[config.mk]
export PLATFORM = sky130hd
export DESIGN_NAME = uart_program_loader_flat
export DESIGN_NICKNAME = d
export VERILOG_FILES = /design/src/rtl/uart_program_loader_if.sv /design/src/rtl/uart_program_loader.sv /design/src/flat_wrapper.sv
export SDC_FILE = /design/constraint.sdc
export NUM_CORES = 1
export LEC_CHECK = 0
export CORE_MARGIN = 3
export CORE_UTILIZATION = 35
export DETAILED_ROUTE_END_ITERATION = 10
export GPL_TIMING_DRIVEN = 0
export PLACE_DENSITY = 0.61
export SYNTH_ARGS = -nofsm -noshare
export SYNTH_HDL_FRONTEND = slang
export SYNTH_SLANG_ARGS = --single-unit
[constraint.sdc]
create_clock -name clk -period 2 [get_ports clk]
set_input_delay 0.4 -clock clk [delete_from_list [all_inputs] [get_ports clk]]
set_output_delay 0.4 -clock clk [all_outputs]
set_load 0.01 [all_outputs]
[src/rtl/uart_program_loader_if.sv]
// Manual write port of the 16-byte program memory, driven by the UART loader.
interface uart_program_loader_if;
  logic [3:0] manual_addr;
  logic [7:0] manual_value;
  logic       manual_WE;
  logic       PROG;

  modport master (output manual_addr, manual_value, manual_WE, PROG);
  modport slave  (input  manual_addr, manual_value, manual_WE, PROG);
endinterface

[src/rtl/uart_program_loader.sv]
// Receives a framed program image (HEADER, MEM_DEPTH data bytes, checksum) over 8N1 UART
// and writes it byte by byte into program memory through the manual write port.
module uart_program_loader #(
  parameter int         CLK_FREQ  = 50000000,
  parameter int         BAUD      = 115200,
  parameter int         MEM_DEPTH = 16,
  parameter logic [7:0] HEADER    = 8'hA5,
  parameter int         WE_HOLD   = 4
) (
  input  logic                 clk,
  input  logic                 rst,
  input  logic                 rx,
  input  logic                 start,
  uart_program_loader_if.master mem,
  output logic                 busy,
  output logic                 done,
  output logic                 frame_err,
  output logic                 cksum_err,
  output logic [4:0]           byte_count
);

  localparam int CLKS_PER_BIT = CLK_FREQ / BAUD;
  localparam int HALF_BIT     = CLKS_PER_BIT / 2;
  localparam int CNT_W        = $clog2(CLKS_PER_BIT);
  localparam int WE_W         = $clog2(WE_HOLD + 1);

  typedef enum logic [1:0] {RX_IDLE, RX_START, RX_DATA, RX_STOP} rx_state_t;
  typedef enum logic [2:0] {L_IDLE, L_SYNC, L_ADDR, L_WE, L_NEXT, L_CKSUM, L_DONE} l_state_t;

  rx_state_t        rx_state, rx_next;
  l_state_t         l_state, l_next;
  logic             rx_meta, rx_sync, rx_prev;
  logic [CNT_W-1:0] bit_cnt;
  logic [2:0]       bit_idx;
  logic [7:0]       rx_byte;
  logic             half_tick, bit_tick, rx_valid, rx_ferr;
  logic [7:0]       sum;
  logic [3:0]       index;
  logic [WE_W-1:0]  we_cnt;
  logic             byte_pend;

  // rx_prev is the synchronized value one cycle earlier, used for start-edge detection
  always_ff @(posedge clk or negedge rst) begin
    if (!rst) begin
      rx_meta <= 1'b1;
      rx_sync <= 1'b1;
      rx_prev <= 1'b1;
    end else begin
      rx_meta <= rx;
      rx_sync <= rx_meta;
      rx_prev <= rx_sync;
    end
  end

  assign half_tick = (bit_cnt == CNT_W'(HALF_BIT - 1));
  assign bit_tick  = (bit_cnt == CNT_W'(CLKS_PER_BIT - 1));
  assign rx_valid  = (rx_state == RX_STOP) && bit_tick && rx_sync;
  assign rx_ferr   = (rx_state == RX_STOP) && bit_tick && !rx_sync;

  always_ff @(posedge clk or negedge rst) begin
    if (!rst) rx_state <= RX_IDLE;
    else      rx_state <= rx_next;
  end

  always_comb begin
    rx_next = rx_state;
    case (rx_state)
      RX_IDLE:  if (rx_prev && !rx_sync) rx_next = RX_START;
      RX_START: if (half_tick) rx_next = rx_sync ? RX_IDLE : RX_DATA;
      RX_DATA:  if (bit_tick && bit_idx == 3'd7) rx_next = RX_STOP;
      RX_STOP:  if (bit_tick) rx_next = RX_IDLE;
      default:  rx_next = RX_IDLE;
    endcase
  end

  always_ff @(posedge clk or negedge rst) begin
    if (!rst) begin
      bit_cnt <= '0;
      bit_idx <= 3'd0;
      rx_byte <= 8'd0;
    end else begin
      case (rx_state)
        RX_START: bit_cnt <= half_tick ? '0 : bit_cnt + 1'b1;
        RX_DATA: begin
          if (bit_tick) begin
            bit_cnt <= '0;
            bit_idx <= bit_idx + 3'd1;
            rx_byte <= {rx_sync, rx_byte[7:1]};
          end else begin
            bit_cnt <= bit_cnt + 1'b1;
          end
        end
        RX_STOP: bit_cnt <= bit_tick ? '0 : bit_cnt + 1'b1;
        default: begin
          bit_cnt <= '0;
          bit_idx <= 3'd0;
        end
      endcase
    end
  end

  always_ff @(posedge clk or negedge rst) begin
    if (!rst) l_state <= L_IDLE;
    else      l_state <= l_next;
  end

  // byte_pend gives address/data a full cycle of setup before the write strobe
  always_comb begin
    l_next = l_state;
    case (l_state)
      L_IDLE:  if (start) l_next = L_SYNC;
      L_SYNC:  if (rx_valid && rx_byte == HEADER) l_next = L_ADDR;
      L_ADDR: begin
        if (byte_pend)    l_next = L_WE;
        else if (rx_ferr) l_next = L_IDLE;
      end
      L_WE:    if (we_cnt == WE_W'(WE_HOLD - 1)) l_next = L_NEXT;
      L_NEXT:  l_next = (index == 4'(MEM_DEPTH - 1)) ? L_CKSUM : L_ADDR;
      L_CKSUM: begin
        if (rx_valid)     l_next = (rx_byte == sum) ? L_DONE : L_IDLE;
        else if (rx_ferr) l_next = L_IDLE;
      end
      L_DONE:  l_next = L_IDLE;
      default: l_next = L_IDLE;
    endcase
  end

  assign busy          = (l_state == L_SYNC) || (l_state == L_ADDR) || (l_state == L_WE) ||
                         (l_state == L_NEXT) || (l_state == L_CKSUM);
  assign mem.PROG      = busy;
  assign mem.manual_WE = (l_state == L_WE);

  always_ff @(posedge clk or negedge rst) begin
    if (!rst) begin
      mem.manual_addr  <= 4'd0;
      mem.manual_value <= 8'd0;
      done             <= 1'b0;
      frame_err        <= 1'b0;
      cksum_err        <= 1'b0;
      byte_count       <= 5'd0;
      sum              <= 8'd0;
      index            <= 4'd0;
      we_cnt           <= '0;
      byte_pend        <= 1'b0;
    end else begin
      byte_pend <= 1'b0;
      we_cnt    <= '0;
      case (l_state)
        L_IDLE: begin
          if (start) begin
            done       <= 1'b0;
            frame_err  <= 1'b0;
            cksum_err  <= 1'b0;
            byte_count <= 5'd0;
            sum        <= 8'd0;
          end
        end
        L_SYNC: if (rx_valid && rx_byte == HEADER) index <= 4'd0;
        L_ADDR: begin
          if (rx_valid && !byte_pend) begin
            mem.manual_value <= rx_byte;
            mem.manual_addr  <= index;
            sum              <= sum + rx_byte;
            byte_pend        <= 1'b1;
          end else if (rx_ferr && !byte_pend) begin
            frame_err <= 1'b1;
          end
        end
        L_WE: we_cnt <= we_cnt + 1'b1;
        L_NEXT: begin
          byte_count <= byte_count + 5'd1;
          if (index != 4'(MEM_DEPTH - 1)) index <= index + 4'd1;
        end
        L_CKSUM: begin
          if (rx_valid) begin
            if (rx_byte == sum) done      <= 1'b1;
            else                cksum_err <= 1'b1;
          end else if (rx_ferr) begin
            frame_err <= 1'b1;
          end
        end
        default: ;
      endcase
    end
  end

endmodule

[src/flat_wrapper.sv]
// flat-port wrapper written by rule: the top's interface ports become plain ports
module uart_program_loader_flat 
#(
  parameter int         CLK_FREQ  = 50000000,
  parameter int         BAUD      = 115200,
  parameter int         MEM_DEPTH = 16,
  parameter logic [7:0] HEADER    = 8'hA5,
  parameter int         WE_HOLD   = 4
)
  (clk, rst, rx, start, busy, done, frame_err, cksum_err, byte_count, mem_manual_addr, mem_manual_value, mem_manual_WE, mem_PROG);
  uart_program_loader_if mem_i ();
  input  logic clk;
  input  logic rst;
  input  logic rx;
  input  logic start;
  output logic busy;
  output logic done;
  output logic frame_err;
  output logic cksum_err;
  output logic [4:0] byte_count;
  output wire logic [$bits(mem_i.manual_addr)-1:0] mem_manual_addr;
  output wire logic [$bits(mem_i.manual_value)-1:0] mem_manual_value;
  output wire logic [$bits(mem_i.manual_WE)-1:0] mem_manual_WE;
  output wire logic [$bits(mem_i.PROG)-1:0] mem_PROG;
  assign mem_manual_addr = mem_i.manual_addr;
  assign mem_manual_value = mem_i.manual_value;
  assign mem_manual_WE = mem_i.manual_WE;
  assign mem_PROG = mem_i.PROG;
  uart_program_loader #(.CLK_FREQ(CLK_FREQ), .BAUD(BAUD), .MEM_DEPTH(MEM_DEPTH), .HEADER(HEADER), .WE_HOLD(WE_HOLD)) u_core (.clk(clk), .rst(rst), .rx(rx), .start(start), .mem(mem_i), .busy(busy), .done(done), .frame_err(frame_err), .cksum_err(cksum_err), .byte_count(byte_count));
endmodule
==> metrics <==
Commonest cells post-synth dfrtp_1, nand2_1, nor2_1, ha_1, nand3_1; hold crit path type primary input to async pin; Max FO, Critical Path 5; synthesized area per cell 10.2 um2; cell area after synthesis between 3000 and 4000 um2; antenna violations before repair 0; ranking of synthesized cells by area dfrtp_1, ha_1, nand2_1; Lkg Pwr between 1.5 and 2 nW; most frequent cell after synthesis dfrtp_1; Unique masters post-synth 51; share of layout cells above drive strength 1 approximately 22%; Core Rows 34; warnings from Yosys 0; register bit total from synthesis 64; Worst-path clk slew about 70 ps; status completed; Inserted Clock Buffers 9; Ports 27; largest net degree at the start of global routing 65; metal2 WL 3160 um; Die Wd ~100 um; Routed WL 7000 um; P per Cell Area between 600 and 700 nW/um2; vias in the first global route around 2.3k; WL met1 3480 um; startpoint types flip-flop; Slew Limit Headroom between 40% and 50%; global route total overflow 0; Slew Viols, Final 0; routability cong. approximately 0.90; final-stage net count a little under 400; CP max stage delay between 400 and 500 ps; maximum buffer depth of the clock tree 2; CP Class flip-flop to flip-flop; Met3 Wirelength between 200 and 250 um; via/cell ratio between 5 and 6; I/O Buffers 26; final hold vios 0; final setup vio count 0; Area after DPL between 3000 and 4000 um2; core footprint ~9000 um2; critical path required time around 2200 ps; maximum operating frequency between 0.5 and 0.6 GHz; RSZ-0062 raised after global routing yes; DP Cell Count about 460; gr usage total between 10% and 20%; Initial Utilization 36.9%; Routed wire per std cell 14.4 um; Sink Count 64; DR pass1 iterations 4; VDD IR max 0.435 mV; post-route cell area just over 4000 um2; diode count 0; CTS tree yes; area leader, netlist dfrtp_1; Worst-Margin Slew ~800 ps; slowest CP cell dfrtp_1; Tmin final a little under 2000 ps; clock skew 12.8 ps; DR vias about 2.5k; Max Cap Viol 0; Post-Layout Cell Count just under 500; Final Cycle Share between 90% and 100%; worst skew pair latency 340 ps; Die Y approximately 100 um; Crit. End Element flip-flop; CP Data Arrival Time 2140 ps; die footprint 10600 um2; register area share after synthesis 49.0%; First DRT Iteration DRCs 138; Post-synth ARST share 100%; number of enable flip-flop cells after synthesis 0; crit path buf inv count 0; Max H-tree Level 3; syn nets between 300 and 400; synthesis-to-finish area growth 25.5%; residual DRC count 0; Final HPWL DP between 4000 and 5000 um; first-pass GRT wire length 11600 um; critical path cell sequence ha_1 -> and4_4 -> and4_2 -> and3_4 -> o41ai_4 -> o22ai_1; top-area cell type share of the netlist area between 40% and 50%; DRT antenna net count 0; Syn Inst Count between 300 and 400; Top delay family on crit path simple AND/OR/NAND/NOR gates; Synth Flop Type dfrtp_1; top routing layer in use met4; final setup margin 70.6 ps; pre-CTS setup slack -154 ps; Min Hold Slack roughly 140 ps; clk root buf clkbuf_8
cell families (layout without fill, tap and decap cells):
family                   count (synthesis)  count (layout)  synth area share (%)
AO/OA/AOI/OAI                           56              56                  11.7
XOR/XNOR                                16              16                  4.27
adder cells (fa/ha/maj)                 17              17                  6.72
buffers and inverters                   23              80                  3.32
flip-flops                              64              64                  49.0
multiplexers                            14              14                  4.69
AND/OR/NAND/NOR                        132             132                  20.3
flip-flops by register name, indices dropped and copies added, names as in the netlist, 3 cells and up, named ones only:
register	flops
u_core.bit_cnt	9
u_core.mem.manual_value	8
u_core.rx_byte	8
u_core.sum	8
u_core.byte_count	5
u_core.index	4
u_core.mem.manual_addr	4
u_core.bit_idx	3
u_core.l_state	3
u_core.we_cnt	3
worst register-to-register path: cells and delay by family, from the launching register on:
family	cells	cell delay, ps
AO/OA/AOI/OAI	2	480
AND/OR/NAND/NOR	3	680
flip-flops	1	430
adder cells (fa/ha/maj)	1	220
through the flow:
step / total power [mW] / setup TNS [ps] / util, %
floorplan: 1.56 / 0 / -
global placement: 1.64 / -101550 / 41.3
detailed placement: 1.65 / -1060 / 41.3
CTS: 2.64 / -0.318 / 44.3
global route: 2.73 / -40.7 / 46.3
finish: 2.59 / 0 / 46.3
final timing paths:
path	cells after the start	from	slack, ps	endpoint
worst min register to register	0	u_core.rx_meta	360	u_core.rx_sync
worst max register to register	6	u_core.bit_cnt[0]	70	u_core.l_state[1]
min in group clk	0	u_core.rx_meta	360	u_core.rx_sync
worst max-delay path	6	u_core.bit_cnt[0]	70	u_core.l_state[1]
max in group asynchronous	1	rst	1260	u_core.rx_byte[1]
worst min-delay path	1	rst	140	u_core.we_cnt[1]
per-layer routing:
layer  GRT usage (%)  vias up
li1                -     1236
met1            20.3     1213
met2            20.1       53
met3            3.72       14
met4            6.18        0
met5               0        -
power breakdown:
part | internal (mW) | leakage (nW) | switching [mW]
registers | 1.34 | 0.788 | 0.0396
logic | 0.0761 | 0.985 | 0.173
clock network | 0.476 | 0.0899 | 0.489
total | 1.89 | 1.86 | 0.701
cell type report:
cell class,count,area [um2]
clock inverters,4,20.0
repair buffers,41,367
plain buffers,14,98.8
fillers,853,4780
multi-input cells,235,1700
clock buffers,12,145
inverters,9,33.8
flip-flops and latches,64,1610
well taps,108,135
what timing repair did:
item                       4_1_cts  5_1_grt
hold buffers                     0        0
setup endpoints to repair       29       34
pin swaps                        1        9
gates cloned                     0        0
resized for setup               18       31
buffers inserted                 5       10
placed cells by master (no fill, tap or decap), types with 6 or more instances in the layout:
master / Yosys / routed
nor2_1: 23 / 21
nand3_1: 16 / 16
xnor2_1: 7 / 7
dfrtp_1: 61 / 55
a22o_1: 8 / 8
mux2_1: 9 / 9
dfrtp_2: 0 / 6
clkbuf_8: 0 / 10
a21oi_1: 13 / 9
nor3_1: 8 / 7
buf_4: 2 / 20
inv_1: 9 / 8
ha_1: 16 / 10
xor2_1: 9 / 9
nand2_1: 52 / 51
clkdlybuf4s50_1: 0 / 22
o21ai_0: 11 / 10
Note: power is estimated with default switching activity, not from simulation.
